===== config.mk =====
export PLATFORM = sky130hd
export DESIGN_NAME = simon_player_input
export DESIGN_NICKNAME = d
export VERILOG_FILES = /design/src/rtl/simon_player_input.sv
export SDC_FILE = /design/constraint.sdc
export NUM_CORES = 1
export LEC_CHECK = 0
export CAP_MARGIN = 30
export CORE_UTILIZATION = 60
export CTS_BUF_LIST = sky130_fd_sc_hd__clkbuf_4 sky130_fd_sc_hd__clkbuf_8
export DETAILED_ROUTE_END_ITERATION = 6
export PLACE_DENSITY = 0.85
export SETUP_SLACK_MARGIN = 0.05
export SKIP_CTS_REPAIR_TIMING = 1
export SYNTH_ARGS = -nofsm -noshare
export SYNTH_HDL_FRONTEND = slang
export SYNTH_SLANG_ARGS = --single-unit

===== constraint.sdc =====
create_clock -name clk -period 7.3 [get_ports clk]
set_input_delay 1.46 -clock clk [delete_from_list [all_inputs] [get_ports clk]]
set_output_delay 1.46 -clock clk [all_outputs]
set_load 0.05 [all_outputs]

===== src/rtl/simon_player_input.sv =====
`default_nettype none
// =============================================================================
// simon_player_input : synchronise, debounce and encode the four Simon buttons
//                      into the playerNum / playerPressed handshake.
// Optional feature macro: PLAYER_TIMEOUT_EN (player-turn idle timeout flag).
// Revision: 1.0
// =============================================================================
module simon_player_input #(
    parameter int unsigned DEBOUNCE_CYCLES = 3,
    parameter int unsigned TIMEOUT_CYCLES  = 300
) (
    input  logic       clk,
    input  logic       reset,
    input  logic [3:0] btn,
    input  logic       simonTurn,
    input  logic       gameOver,
    output logic [1:0] playerNum,
    output logic       playerPressed,
    output logic       multiPress,
    output logic [7:0] pressCount,
    output logic       playerTimeout
);

    localparam logic [3:0] DEB_TARGET = 4'(DEBOUNCE_CYCLES);

    typedef enum logic [1:0] {
        LOCKED   = 2'd0,
        WAIT_REL = 2'd1,
        IDLE     = 2'd2,
        PRESSED  = 2'd3
    } state_t;

    state_t     state;
    state_t     state_next;
    logic [3:0] sync_meta;
    logic [3:0] sync;
    logic [3:0] sync_prev;
    logic [3:0] stable_cnt;
    logic [3:0] stable_now;
    logic [3:0] deb;
    logic [1:0] deb_idx;
    logic       single;
    logic       lock;
    logic [1:0] num_next;
    logic       pressed_next;
    logic       multi_next;
    logic       multi_hold;
    logic       multi_hold_next;
    logic [7:0] count_next;

    assign lock   = simonTurn | gameOver;
    assign single = $onehot(deb);

    // stable_now counts how many consecutive cycles sync has held its value
    always_comb begin
        if (sync != sync_prev) begin
            stable_now = 4'd1;
        end else if (stable_cnt == 4'hF) begin
            stable_now = 4'hF;
        end else begin
            stable_now = stable_cnt + 4'd1;
        end
    end

    always_ff @(posedge clk or negedge reset) begin
        if (!reset) begin
            sync_meta  <= 4'b0;
            sync       <= 4'b0;
            sync_prev  <= 4'b0;
            stable_cnt <= 4'b0;
            deb        <= 4'b0;
        end else begin
            sync_meta  <= btn;
            sync       <= sync_meta;
            sync_prev  <= sync;
            stable_cnt <= stable_now;
            if (stable_now >= DEB_TARGET) begin
                deb <= sync;
            end
        end
    end

    always_comb begin
        case (deb)
            4'b0010: deb_idx = 2'd1;
            4'b0100: deb_idx = 2'd2;
            4'b1000: deb_idx = 2'd3;
            default: deb_idx = 2'd0;
        endcase
    end

    always_ff @(posedge clk or negedge reset) begin
        if (!reset) begin
            state         <= LOCKED;
            playerNum     <= 2'd0;
            playerPressed <= 1'b0;
            multiPress    <= 1'b0;
            multi_hold    <= 1'b0;
            pressCount    <= 8'd0;
        end else begin
            state         <= state_next;
            playerNum     <= num_next;
            playerPressed <= pressed_next;
            multiPress    <= multi_next;
            multi_hold    <= multi_hold_next;
            pressCount    <= count_next;
        end
    end

    always_comb begin
        state_next      = state;
        num_next        = playerNum;
        pressed_next    = playerPressed;
        multi_next      = 1'b0;
        multi_hold_next = 1'b0;
        count_next      = pressCount;
        if (lock) begin
            state_next   = LOCKED;
            pressed_next = 1'b0;
            if (state != LOCKED) begin
                count_next = 8'd0;
            end
        end else begin
            case (state)
                LOCKED: begin
                    state_next = WAIT_REL;
                end
                WAIT_REL: begin
                    if (deb == 4'b0) begin
                        state_next = IDLE;
                    end
                end
                IDLE: begin
                    if (single) begin
                        num_next     = deb_idx;
                        pressed_next = 1'b1;
                        state_next   = PRESSED;
                        if (pressCount != 8'hFF) begin
                            count_next = pressCount + 8'd1;
                        end
                    end else if (deb != 4'b0) begin
                        // one pulse per multi-button episode, not per cycle
                        multi_next      = ~multi_hold;
                        multi_hold_next = 1'b1;
                    end
                end
                PRESSED: begin
                    if (!deb[playerNum]) begin
                        pressed_next = 1'b0;
                        state_next   = WAIT_REL;
                    end
                end
                default: begin
                    state_next = LOCKED;
                end
            endcase
        end
    end

`ifdef PLAYER_TIMEOUT_EN
    localparam logic [15:0] TIMEOUT_TARGET = 16'(TIMEOUT_CYCLES);

    logic [15:0] idle_cnt;
    logic        timeout_flag;

    always_ff @(posedge clk or negedge reset) begin
        if (!reset) begin
            idle_cnt     <= 16'd0;
            timeout_flag <= 1'b0;
        end else if (lock) begin
            idle_cnt     <= 16'd0;
            timeout_flag <= 1'b0;
        end else if ((state_next != state) &&
                     ((state_next == WAIT_REL) || (state_next == PRESSED))) begin
            idle_cnt <= 16'd0;
        end else if (((state == WAIT_REL) || (state == IDLE)) &&
                     (idle_cnt != TIMEOUT_TARGET)) begin
            idle_cnt <= idle_cnt + 16'd1;
            if (idle_cnt + 16'd1 == TIMEOUT_TARGET) begin
                timeout_flag <= 1'b1;
            end
        end
    end

    assign playerTimeout = timeout_flag;
`else
    logic unused_timeout_cfg;
    assign unused_timeout_cfg = (TIMEOUT_CYCLES != 0);
    assign playerTimeout      = 1'b0;
`endif

endmodule
`default_nettype wire


==> impl_metrics.csv <==
group,metric,value,unit
status,status,"finished, final reports clean",
pwr,p_switching,233,uW
sta,finalHoldWorstSlack,0.366,ns
floorplanning,core,0.00278,mm2
global_routing,antenna_found_initial,0,
global_routing,grt-ovfl-total,0,
yosys,synth_flop_cell,"dfrtp_1",
global_routing,grt_pass1_vias,1402,
layout,nFillCells,201,
layout,stdcell_area,0.00204,mm2
clocking,root_buffer,"clkbuf_4",
worst_setup_path,worstPathArrival,1.75,ns
place,post-place-ws,4.21,ns
floorplanning,die_h,56.3,um
routing,drtAntennaViolNets,0,
sta,final.min_clock_period,3.21,ns
pwr,p_int,337,uW
clocking,cts.sinks,35,
yosys,syn_inst,165,
worst_setup_path,crit_type,"register to primary output",
yosys,synth_area,0.00177,mm2
sta,rsz0062_at_grt,"no",
routing,routed_via_density,6.25,
clocking,numCtsBuffers,5,
run,drv_cap,0,
clocking,clockBufferDepth,2,
worst_setup_path,crit_buf_inv,1,
hold_path,hold_class,"register to register",
sta,setup_ws,4.09,ns
global_routing,grt_max_degree,36,
routing,routed_wl,3.51,mm
sta,fmax,312,MHz
global_routing,grt_pass1_wl,5.99,mm
place,dp_hpwl,2.52,mm
yosys,async_reset_ff_share,100,%
global_routing,grt_usage,25.2,%
floorplanning,start_util,63.5,%
layout,antenna_cells,0,
worst_setup_path,worstPathCellList,"clkdlybuf4s50_1",
routing,drc,0,
worst_setup_path,path_delay_family,"buffers and inverters",
pwr,power_density,279,mW/mm2
place,portBuffers,19,
clocking,cts_tree,"done",
place,gp_congestion,0.858,
pwr,comb_power_share,35.9,%
pwr,p_seq_share,44.3,%
layout,nets,207,
layout,multi_input_area,818,um2
yosys,synth_nets,184,
clocking,clk_pin_slew_worst_paths,0.12,ns
place,post_dp_cell_area,0.00198,mm2
routing,wl_per_cell,15.9,um
yosys,syn_area_per_cell,10.7,um2
yosys,netlist.area_leader.share,49.6,%
sta,finalClockSkew,0.00670,ns
layout,drive_above_1_share,7.41,%
floorplanning,ios,21,
layout,layout_commonest_cell,"dfrtp_1",
layout,register_area,876,um2
floorplanning,rows,19,
yosys,synth_edf_count,0,
floorplanning,dieArea,0.00317,mm2
sta,drv_slew,0,
sta,tns,0,ns
yosys,yosys_warnings,0,
worst_setup_path,crit_path_end_kind,"primary output",
yosys,netlist.top_cell.by_area,"dfrtp_1",
clocking,clock_latency,0.36,ns
worst_setup_path,worstPathMaxFanout,9,
pwr,p_leak,0.933,nW
layout,area_growth,15.7,%
yosys,ys_seq_area_share,49.6,%
sta,finalSetupViolations,0,
worst_setup_path,worst_setup_path_start_kind,"register",
sta,worst_pin_slew,0.655,ns
sta,maxSlewHeadroom,56.1,%
pwr,power,570,uW
yosys,ys_ff_latch,35,
floorplanning,die_x,56.3,um
routing,drtIter0Drc,72,
worst_setup_path,required,5.84,ns
layout,layout_common_cells,"dfrtp_1, nand2_1, clkdlybuf4s50_1, inv_1, ha_1",
clocking,h-tree-depth,2,
yosys,synth_cell_type_count,50,
worst_setup_path,worst_path_max_delay_cell,"clkdlybuf4s50_1",
sta,finalCritPeriodShare,43.9,%
pwr,p_sw_share,40.9,%
pwr,ir_drop,0.268,mV
worst_setup_path,slowest_delay,0.87,ns
pwr,clockPowerShare,19.8,%
routing,vias,1375,
routing,first_pass_iters,4,
worst_setup_path,rrSetupSlack,4.37,ns
yosys,synth_area_leaders,"dfrtp_1, ha_1, nand2_1",
sta,hold_viol_final,0,
## kinds of logic after synthesis
logic type | after synthesis | share of synthesized area (%)
AND/OR/NAND/NOR | 54 | 17.5
flip-flops | 35 | 49.6
AO/OA/AOI/OAI | 34 | 13.7
buffers and inverters | 18 | 4.11
adder cells (fa/ha/maj) | 11 | 8.22
multiplexers | 7 | 4.25
XOR/XNOR | 5 | 2.48
other | 1 | 0.212
## registers in the layout, summed over array words and instances (netlist names)
name and flops:
multiPress 1, pressCount 8, playerNum 2, multi_hold 1, sync_meta 4, playerPressed 1, state 2, deb 4
sync 4, sync_prev 4, stable_cnt 4
## layer usage
| metal | track usage [%] | routed length, um |
|---|---|---|
| met1 | 29.7 | 1500 |
| met2 | 42.0 | 1730 |
| met3 | 8.29 | 184 |
| met4 | 11.5 | 102 |
| met5 | 0 | 0 |
## power groups by stage
stage / combinational [mW] / sequential [mW] / clock, mW
2_1_floorplan: 0.111 / 0.288 / 0
3_3_place_gp: 0.195 / 0.251 / 0
3_5_place_dp: 0.203 / 0.254 / 0
4_1_cts: 0.204 / 0.251 / 0.116
5_1_grt: 0.225 / 0.256 / 0.124
6_report: 0.204 / 0.253 / 0.113
## cell type report
type                       count  area share, %
sequential                    35           42.8
multi-input combinational    112           40.0
timing repair buffer          20           9.67
inverter                      14           2.57
tap                           31           1.90
clock buffer                   5           1.84
clock inverter                 3           1.16
## cell usage after synthesis (all sizes together) (3+ instances only)
master / number
nor2: 7
ha: 10
mux2: 4
nor3: 4
a21oi: 7
dfrtp: 35
o21ai: 5
nand4: 3
a31oi: 3
mux2i: 3
nand3: 5
or3: 4
nand2: 19
inv: 14
xnor2: 4
## worst paths after layout
path                          startpoint       endpoint  cells past startpoint
hold / removal              sync_meta[2]        sync[2]                      0
hold reg to reg             sync_meta[2]        sync[2]                      0
setup / recovery           pressCount[3]  pressCount[3]                      1
setup reg to reg                  deb[3]  pressCount[4]                      9
min in group asynchronous          reset     multi_hold                      2
max in group asynchronous          reset        sync[2]                      2
## metrics by stage
stage          instances  utilization (%)
5_1_grt              220             73.5
3_3_place_gp         212             71.3
2_1_floorplan        165                -
3_5_place_dp         212             71.3
6_report             220             73.5
4_1_cts              220             73.5
Power figures use the tool's default switching activity.
